<file path="config.mk">
export PLATFORM = sky130hd
export DESIGN_NAME = multicycle_alu
export DESIGN_NICKNAME = d
export VERILOG_FILES = /design/src/rtl/alu_pkg.sv /design/src/rtl/muldiv_unit.sv /design/src/rtl/multicycle_alu.sv
export SDC_FILE = /design/constraint.sdc
export NUM_CORES = 1
export LEC_CHECK = 0
export ABC_AREA = 1
export CAP_MARGIN = 20
export CORE_AREA = 3 3 127 129
export DETAILED_ROUTE_END_ITERATION = 8
export DIE_AREA = 0 0 130 132
export GPL_TIMING_DRIVEN = 0
export PLACE_DENSITY = 0.81
export SLEW_MARGIN = 20
export SYNTH_ARGS = -nofsm -noshare
export SYNTH_HDL_FRONTEND = slang
export SYNTH_SLANG_ARGS = --single-unit
</file>
<file path="constraint.sdc">
create_clock -name clk -period 1.1 [get_ports clk]
set_input_delay 0.22 -clock clk [delete_from_list [all_inputs] [get_ports clk]]
set_output_delay 0.22 -clock clk [all_outputs]
set_load 0.1 [all_outputs]
</file>
<file path="src/rtl/alu_pkg.sv">
// Shared definitions for multicycle_alu and its multiply/divide unit.
//   - 4-bit operation encodings (MIPS-style ALU control plus extensions)
//   - state encoding for the iterative multiply/divide sequencer
//   - small opcode classification helpers
package alu_pkg;

  localparam logic [3:0] OP_AND   = 4'b0000;
  localparam logic [3:0] OP_OR    = 4'b0001;
  localparam logic [3:0] OP_ADD   = 4'b0010;
  localparam logic [3:0] OP_XOR   = 4'b0011;
  localparam logic [3:0] OP_SUB   = 4'b0110;
  localparam logic [3:0] OP_SLT   = 4'b0111;
  localparam logic [3:0] OP_SLTU  = 4'b1000;
  localparam logic [3:0] OP_MULT  = 4'b1001;
  localparam logic [3:0] OP_MULTU = 4'b1010;
  localparam logic [3:0] OP_DIV   = 4'b1011;
  localparam logic [3:0] OP_NOR   = 4'b1100;
  localparam logic [3:0] OP_DIVU  = 4'b1101;
  localparam logic [3:0] OP_MFHI  = 4'b1110;
  localparam logic [3:0] OP_MFLO  = 4'b1111;

  typedef enum logic [1:0] {
    ST_IDLE = 2'd0,
    ST_MUL  = 2'd1,
    ST_DIV  = 2'd2,
    ST_SIGN = 2'd3
  } alu_state_e;

  function automatic logic is_muldiv_op(input logic [3:0] op);
    return (op == OP_MULT) || (op == OP_MULTU) || (op == OP_DIV) || (op == OP_DIVU);
  endfunction

  function automatic logic is_div_op(input logic [3:0] op);
    return (op == OP_DIV) || (op == OP_DIVU);
  endfunction

  function automatic logic is_signed_muldiv(input logic [3:0] op);
    return (op == OP_MULT) || (op == OP_DIV);
  endfunction

endpackage

</file>
<file path="src/rtl/muldiv_unit.sv">
// Iterative multiply/divide unit with HI/LO registers.
// Only instantiated when MULTICYCLE_ALU_MULDIV_EN is defined.
//
// Shift-add multiplier and restoring divider, one bit per cycle on the
// operand magnitudes; the SIGN state applies the sign correction and
// commits HI/LO. Divide by zero completes straight from IDLE.
//
// State table:
//   state   | meaning
//   IDLE    | waiting for an accepted mult/div; div-by-zero completes here
//   MUL     | shift-add iteration, WIDTH cycles
//   DIV     | restoring-divide iteration, WIDTH cycles
//   SIGN    | sign correction, HI/LO written, complete asserted
//
// Ports:
//   clk, reset        clock, async active-high reset
//   accept            start accepted by the top (start & ~busy)
//   operation         opcode, only mult/div opcodes launch work here
//   operand1/2        dividend|multiplicand / divisor|multiplier
//   busy              iteration or sign correction in progress
//   complete          HI/LO being written this cycle (combinational)
//   lo_next           value LO takes at this edge, forwarded to result
//   hi, lo            HI/LO registers
module muldiv_unit
  import alu_pkg::*;
#(
  parameter int WIDTH = 32
) (
  input  logic             clk,
  input  logic             reset,
  input  logic             accept,
  input  logic [3:0]       operation,
  input  logic [WIDTH-1:0] operand1,
  input  logic [WIDTH-1:0] operand2,
  output logic             busy,
  output logic             complete,
  output logic [WIDTH-1:0] lo_next,
  output logic [WIDTH-1:0] hi,
  output logic [WIDTH-1:0] lo
);

  localparam int CNT_W = $clog2(WIDTH);

  alu_state_e state, state_next;

  logic [CNT_W-1:0]   cnt;
  logic [WIDTH-1:0]   work_hi;
  logic [WIDTH-1:0]   work_lo;
  logic [WIDTH-1:0]   op_mag;
  logic               neg_res;
  logic               neg_rem;
  logic               div_mode;

  logic               sgn;
  logic               div_zero;
  logic               launch;
  logic [WIDTH-1:0]   mag1;
  logic [WIDTH-1:0]   mag2;
  logic [WIDTH:0]     add_sum;
  logic [WIDTH:0]     rem_shift;
  logic [WIDTH:0]     rem_diff;
  logic [WIDTH-1:0]   hi_next;
  logic [2*WIDTH-1:0] prod_abs;
  logic [2*WIDTH-1:0] prod_fix;

  assign sgn      = is_signed_muldiv(operation);
  assign div_zero = is_div_op(operation) && (operand2 == '0);
  assign launch   = accept && (state == ST_IDLE) && is_muldiv_op(operation) && !div_zero;
  assign mag1     = (sgn && operand1[WIDTH-1]) ? -operand1 : operand1;
  assign mag2     = (sgn && operand2[WIDTH-1]) ? -operand2 : operand2;

  // Multiplier step: work_hi:work_lo is the partial product with the
  // unconsumed multiplier bits in the low half.
  assign add_sum   = {1'b0, work_hi} + (work_lo[0] ? {1'b0, op_mag} : '0);

  // Divider step: work_hi is the partial remainder, work_lo shifts the
  // dividend out of its top and the quotient bits into its bottom. The
  // remainder is always below the divisor, so rem_diff[WIDTH] is a clean
  // borrow flag.
  assign rem_shift = {work_hi, work_lo[WIDTH-1]};
  assign rem_diff  = rem_shift - {1'b0, op_mag};

  // State register
  always_ff @(posedge clk or posedge reset) begin
    if (reset) state <= ST_IDLE;
    else       state <= state_next;
  end

  // Next-state logic
  always_comb begin
    state_next = state;
    case (state)
      ST_IDLE: if (launch) state_next = is_div_op(operation) ? ST_DIV : ST_MUL;
      ST_MUL,
      ST_DIV:  if (cnt == '0) state_next = ST_SIGN;
      ST_SIGN: state_next = ST_IDLE;
      default: state_next = ST_IDLE;
    endcase
  end

  // Outputs
  always_comb begin
    busy     = (state != ST_IDLE);
    complete = (state == ST_SIGN) || ((state == ST_IDLE) && accept && div_zero);
  end

  // Values committed to HI/LO when complete
  always_comb begin
    prod_abs = {work_hi, work_lo};
    prod_fix = neg_res ? -prod_abs : prod_abs;
    hi_next  = hi;
    lo_next  = lo;
    if (state == ST_SIGN) begin
      if (div_mode) begin
        lo_next = neg_res ? -work_lo : work_lo;
        hi_next = neg_rem ? -work_hi : work_hi;
      end else begin
        hi_next = prod_fix[2*WIDTH-1:WIDTH];
        lo_next = prod_fix[WIDTH-1:0];
      end
    end else if (div_zero) begin
      lo_next = '1;
      hi_next = operand1;
    end
  end

  // Iterative datapath and HI/LO
  always_ff @(posedge clk or posedge reset) begin
    if (reset) begin
      cnt      <= '0;
      work_hi  <= '0;
      work_lo  <= '0;
      op_mag   <= '0;
      neg_res  <= 1'b0;
      neg_rem  <= 1'b0;
      div_mode <= 1'b0;
      hi       <= '0;
      lo       <= '0;
    end else begin
      if (launch) begin
        cnt      <= CNT_W'(WIDTH - 1);
        work_hi  <= '0;
        neg_res  <= sgn && (operand1[WIDTH-1] ^ operand2[WIDTH-1]);
        neg_rem  <= sgn && operand1[WIDTH-1];
        div_mode <= is_div_op(operation);
        if (is_div_op(operation)) begin
          work_lo <= mag1;
          op_mag  <= mag2;
        end else begin
          work_lo <= mag2;
          op_mag  <= mag1;
        end
      end else if (state == ST_MUL) begin
        cnt     <= cnt - 1'b1;
        work_hi <= add_sum[WIDTH:1];
        work_lo <= {add_sum[0], work_lo[WIDTH-1:1]};
      end else if (state == ST_DIV) begin
        cnt <= cnt - 1'b1;
        if (!rem_diff[WIDTH]) begin
          work_hi <= rem_diff[WIDTH-1:0];
          work_lo <= {work_lo[WIDTH-2:0], 1'b1};
        end else begin
          work_hi <= rem_shift[WIDTH-1:0];
          work_lo <= {work_lo[WIDTH-2:0], 1'b0};
        end
      end
      if (complete) begin
        hi <= hi_next;
        lo <= lo_next;
      end
    end
  end

endmodule

</file>
<file path="src/rtl/multicycle_alu.sv">
// Registered ALU with optional iterative multiply/divide and HI/LO.
//
// Build option: MULTICYCLE_ALU_MULDIV_EN
//   defined   - muldiv_unit instantiated; MULT/MULTU/DIV/DIVU iterate,
//               MFHI/MFLO read HI/LO
//   undefined - mult/div opcodes behave as undefined ops (result 0 next
//               cycle), hi/lo tied to 0, busy constant 0
//
// Ports:
//   clk, reset           clock, async active-high reset
//   start                launch; only sampled while busy=0
//   operation            4-bit opcode (see alu_pkg)
//   operand1, operand2   operands, latched on acceptance
//   result               registered result, held until the next done
//   zeroFlag             registered alongside result: result == 0
//   overflowFlag         signed overflow of ADD/SUB, registered
//   busy                 multi-cycle operation in progress
//   done                 one-cycle pulse when result/flags/HI/LO update
//   hi, lo               HI/LO registers
module multicycle_alu
  import alu_pkg::*;
#(
  parameter int WIDTH = 32
) (
  input  logic             clk,
  input  logic             reset,
  input  logic             start,
  input  logic [3:0]       operation,
  input  logic [WIDTH-1:0] operand1,
  input  logic [WIDTH-1:0] operand2,
  output logic [WIDTH-1:0] result,
  output logic             zeroFlag,
  output logic             overflowFlag,
  output logic             busy,
  output logic             done,
  output logic [WIDTH-1:0] hi,
  output logic [WIDTH-1:0] lo
);

  logic             accept;
  logic             md_op;
  logic             md_complete;
  logic [WIDTH-1:0] md_lo_next;
  logic [WIDTH-1:0] sum;
  logic [WIDTH-1:0] diff;
  logic [WIDTH-1:0] basic_res;
  logic             basic_ovf;

  assign accept = start && !busy;

`ifdef MULTICYCLE_ALU_MULDIV_EN
  assign md_op = is_muldiv_op(operation);

  muldiv_unit #(.WIDTH(WIDTH)) u_muldiv (
    .clk       (clk),
    .reset     (reset),
    .accept    (accept),
    .operation (operation),
    .operand1  (operand1),
    .operand2  (operand2),
    .busy      (busy),
    .complete  (md_complete),
    .lo_next   (md_lo_next),
    .hi        (hi),
    .lo        (lo)
  );
`else
  assign md_op       = 1'b0;
  assign md_complete = 1'b0;
  assign md_lo_next  = '0;
  assign busy        = 1'b0;
  assign hi          = '0;
  assign lo          = '0;
`endif

  assign sum  = operand1 + operand2;
  assign diff = operand1 - operand2;

  // Single-cycle operations. Mult/div opcodes land in default when the
  // multiply/divide unit is not built, giving result 0.
  always_comb begin
    basic_res = '0;
    basic_ovf = 1'b0;
    case (operation)
      OP_AND:  basic_res = operand1 & operand2;
      OP_OR:   basic_res = operand1 | operand2;
      OP_XOR:  basic_res = operand1 ^ operand2;
      OP_NOR:  basic_res = ~(operand1 | operand2);
      OP_ADD: begin
        basic_res = sum;
        basic_ovf = (operand1[WIDTH-1] == operand2[WIDTH-1]) &&
                    (sum[WIDTH-1] != operand1[WIDTH-1]);
      end
      OP_SUB: begin
        basic_res = diff;
        basic_ovf = (operand1[WIDTH-1] != operand2[WIDTH-1]) &&
                    (diff[WIDTH-1] != operand1[WIDTH-1]);
      end
      OP_SLT:  basic_res = {{(WIDTH-1){1'b0}}, ($signed(operand1) < $signed(operand2))};
      OP_SLTU: basic_res = {{(WIDTH-1){1'b0}}, (operand1 < operand2)};
      OP_MFHI: basic_res = hi;
      OP_MFLO: basic_res = lo;
      default: basic_res = '0;
    endcase
  end

  // Result register and done pulse. Mult/div results arrive through
  // md_complete, either from the SIGN state or from a divide by zero
  // accepted this cycle.
  always_ff @(posedge clk or posedge reset) begin
    if (reset) begin
      result       <= '0;
      zeroFlag     <= 1'b0;
      overflowFlag <= 1'b0;
      done         <= 1'b0;
    end else begin
      done <= 1'b0;
      if (accept && !md_op) begin
        result       <= basic_res;
        zeroFlag     <= (basic_res == '0);
        overflowFlag <= basic_ovf;
        done         <= 1'b1;
      end else if (md_complete) begin
        result       <= md_lo_next;
        zeroFlag     <= (md_lo_next == '0);
        overflowFlag <= 1'b0;
        done         <= 1'b1;
      end
    end
  end

endmodule

</file>
==> results of run 1 <==
[through the flow]
| stage | setup slack (ns) | instance area (sq um) | util |
|---|---|---|---|
| after floorplan | -0.825 | 8930 | - |
| after global placement | -2.27 | 10200 | 0.674 |
| after detailed placement | -2.28 | 10200 | 0.674 |
| after CTS | -0.996 | 14100 | 0.932 |
[repair_timing]
| action | in CTS |
|---|---|
| gates cloned | 5 |
| pin swaps | 289 |
| gates resized for setup | 1295 |
| buffers inserted | 147 |
| setup endpoints to repair | 69 |
[cell families after synthesis]
logic type / synth area share
other: 0.000460
and+or+nand+nor: 0.414
xor gates and xnor gates: 0.00107
adders and majority gates: 0.152
AOI/OAI and AO/OA: 0.122
DFF: 0.107
buffers and inverters: 0.203
==> flow_summary.yaml, run 1 <==
synth:
  async_flop_share: 1.00
  synthTopCellsByArea: "nand2_1 21%, ha_1 15%, inv_1 11%, dfrtp_1 11%, nand3_1 10%"
  synth_seq_cells: 35
  synth_cell_types: 35
  seq_area_frac_synth: 0.107
  synth_edf_count: 0
  syn_area_sq_mm: 0.00815
  synth_warnings: 0
  yosysMostFrequentCell: "nand2_1"
  synth_top_cell_area_share: 0.211
  synthTopCellsByCount: "458 x nand2_1, 240 x inv_1, 167 x nand3_1, 166 x nor2_1, 96 x ha_1"
  ys.flop_type: "dfrtp_1"
  synth_cells: 1478
  syn_area_per_cell_sq_um: 5.51
  yosysTopAreaCell: "nand2_1"
clock_tree:
  htreeDepth: 2
  ctsHoldBuffers: 0
  cts_root_buffer: "clkbuf_16"
  numCtsBuffers: 5
  clockBufferDepth: 2
  clkSinkCount: 35
status:
  lastStage: "global routing"
  status: "did not finish"
  stop_error: "[ERROR DPL-0038] Utilization greater than 100%, impossible to legalize"
placement:
  gp_congestion: 1.04
  place_inst: 1835
  portBuffers: 105
  dpl.hpwl_microns: 25700
die:
  rows: 45
  start_util: 0.538
  die_y_microns: 132
  die_w_microns: 130
  io_pins: 171
global_routing:
  grt_max_degree: 36
sta:
  worst_path_end_type: "sequential cell input"
  timing.grt.repair.worst_endpoint: "zeroFlag$_DFFE_PP0P_/D"
==> inputs of run 2 (changes only) <==
--- a/config.mk
+++ b/config.mk
@@ -7,11 +7,11 @@
 export LEC_CHECK = 0
 export ABC_AREA = 1
 export CAP_MARGIN = 20
-export CORE_AREA = 3 3 127 129
+export CORE_AREA = 3 3 147 149
 export DETAILED_ROUTE_END_ITERATION = 8
-export DIE_AREA = 0 0 130 132
+export DIE_AREA = 0 0 150 152
 export GPL_TIMING_DRIVEN = 0
-export PLACE_DENSITY = 0.81
+export PLACE_DENSITY_LB_ADDON = 0.15
 export SLEW_MARGIN = 20
 export SYNTH_ARGS = -nofsm -noshare
 export SYNTH_HDL_FRONTEND = slang
==> run 2 against run 1 <==
The flow now finishes, with violations (setup timing). Synthesized cell count did not move. Synthesized area did not move.
==> flow_summary.yaml, run 2 <==
power:
  p_per_area_mw_per_mm2: 845
  p_leak_nw: 7.49
  ir_worst_vdd_mv: 0.676
  power.total_w: 0.0130
clock_tree:
  clockBufferDepth: 2
  clkSinkCount: 35
  cts_root_buffer: "clkbuf_16"
  cts_tree: "done"
  htreeDepth: 2
  clkTransAtPathRegs_ns: 0.05
  clk_latency_ns: 0.28
  numCtsBuffers: 5
placement:
  dpl.hpwl_microns: 26700
  portBuffers: 105
  post-place-ws_ns: -2.30
  gp_congestion: 1.01
route:
  drt-vias-per-instance: 5.43
  drt_iter0_markers: 923
  ant_nets: 0
  routed_wl_microns: 38300
  routedWlPerCell_microns: 18.4
  first_pass_iters: 5
  num_vias: 11323
  drc: 0
sta:
  setup_viol: 40
  rsz0062_at_grt: "yes"
  slew_headroom: 0.519
  final.setup.worst_slack_ns: -1.10
  fin_crit_ns: 2.20
  period_share: 2.00
  finalHoldViolCount: 0
  skew_ns: 0
  maxSlewViolCount: 0
  fmax_mhz: 455
  tightest_slew_ns: 0.720
setup_path:
  criticalPathCategory: "in -> reg"
  cp_slowest_cell: "fa_2"
  critPathLaunchType: "input port"
  cp.required_ns: 1.32
  cp_num_cells: 20
  worstRegToRegCells: 3
  worst_setup_path_end_kind: "flip-flop"
  worstPathArrival_ns: 2.42
  crit_chain: "buf_12 -> inv_12 -> ha_4 -> inv_4 -> fa_2 -> nand2_2 -> nand2_4 -> nand3_4 -> nand2_8 -> nor2_4 -> nor2_4 -> nor2_4 -> nand3_2 -> nor2_2 -> nand2_1 -> nor2_2 -> nand3_2 -> nor2_2 -> nand2_1 -> nand2_1"
  cp_num_buf_inv: 3
  critPathTopFamily: "simple AND/OR/NAND/NOR gates"
  crit_path_max_fanout: 4
  max_stage_delay_ns: 0.34
finish:
  mostFrequentLayoutCells: "264 x nand2_1, 195 x buf_4, 130 x nand2_2"
  syn_to_final_growth_pct: 89.4
  final_common_cell: "nand2_1"
  largest-register: "result"
  largest_reg_flops: 32
  num_antenna_cells: 0
  nNetsFinal: 1983
  drive_gt1_frac: 0.589
  fin_util: 0.760
die:
  rows: 52
  die_y_microns: 152
  coreArea_sq_mm: 0.0203
  fp.dieArea_sq_mm: 0.0228
  io_pins: 171
  start_util: 0.401
  die_w_microns: 150
synth:
  synth_top_cell_area_share: 0.211
  synth_cells: 1478
  async_flop_share: 1.00
  syn_area_sq_mm: 0.00815
  synth_cell_types: 35
  synth_warnings: 0
  synth_edf_count: 0
  seq_area_frac_synth: 0.107
  yosysMostFrequentCell: "nand2_1"
  syn_area_per_cell_sq_um: 5.51
  synth_seq_cells: 35
  yosysTopAreaCell: "nand2_1"
  synthTopCellsByArea: "nand2_1 21%, ha_1 15%, inv_1 11%, dfrtp_1 11%, nand3_1 10%"
  ys.flop_type: "dfrtp_1"
  synthTopCellsByCount: "458 x nand2_1, 240 x inv_1, 167 x nand3_1, 166 x nor2_1, 96 x ha_1"
global_routing:
  antenna_found_initial: 0
  grt_max_degree: 36
  grt_pass1_vias: 10355
  grt_use_total: 0.300
  grt_pass1_wl_microns: 54900
  grt_overflow: 0
min_path:
  hold_depth: 1
  holdCritPathClass: "in -> reg"
status:
  failed_checks: "setup timing"
  status: "complete, but fails checks"
flow_run:
  maxCapViolCount: 0
[run 2: cell counts after synthesis]
Identical to the previous run, type by type.
[run 2: timing repair]
item | in CTS | in global routing
pin swaps | 221 | 178
setup buffers | 110 | 59
hold buffers | 0 | 0
gates cloned | 4 | 0
setup endpoints to repair | 69 | 68
gates resized for setup | 1170 | 386
[run 2: cells by family after synthesis]
kind of cell,synth area share
xor gates and xnor gates,0.00107
other,0.000460
DFF,0.107
buffers and inverters,0.203
AOI/OAI and AO/OA,0.122
and+or+nand+nor,0.414
adders and majority gates,0.152
[run 2: layer usage]
metal  GRT usage  share of wire  up-vias
met5           0              0        -
met4      0.0967          0.050        0
met3      0.0325          0.087      150
met2       0.488           0.46      639
met1       0.415           0.40     5289
li1            -              -     5245
[run 2: worst paths after layout]
kind                             start    endpoint  slack [ns]
hold reg to reg             result[21]  result[21]        0.52
setup reg to reg             result[2]   result[2]        0.26
max in group asynchronous        reset  result[19]        0.21
hold / removal                   start        done        0.35
setup / recovery           operand1[0]    zeroFlag       -1.10
min in group asynchronous        reset  result[29]        0.38
[run 2: power breakdown]
| group | leakage (nW) | internal, W | switching, W |
|---|---|---|---|
| clock | 0.0769 | 0.00106 | 0.000514 |
| sequential | 0.413 | 0.00145 | 0.000153 |
| combinational | 7.00 | 0.00360 | 0.00628 |
| total | 7.49 | 0.00610 | 0.00694 |
[run 2: area by class of cell]
cell class,count,area [sq um]
Buffer,97,837
Clock inverter,1,30.0
Multi-Input combinational cell,1156,9230
Timing Repair inverter,1,6.26
Timing Repair Buffer,273,2850
Inverter,245,1090
Tap cell,270,338
Fill cell,1487,4860
Clock buffer,6,129
Sequential cell,35,918
[run 2: metrics by stage]
stage          setup TNS (ns)  cells  cell area, sq um  hold WS (ns)
6_report               -22.43   2084             15400         0.349
5_1_grt                -25.48   2084             15400         0.348
4_1_cts                -20.58   2032             13700         0.343
3_5_place_dp           -80.33   1917             10300         0.470
3_3_place_gp          -103.47   1917             10300         0.467
2_1_floorplan          -17.28   1542              8930         0.251
[run 2: worst reg2reg max path: cells and delay by family (launching register included)]
family                 cells  cell delay (ns)
buffers and inverters      1             0.14
and+or+nand+nor            1             0.09
DFF                        1             0.42
AOI/OAI and AO/OA          1             0.06
(Power assumes the default switching activity.)
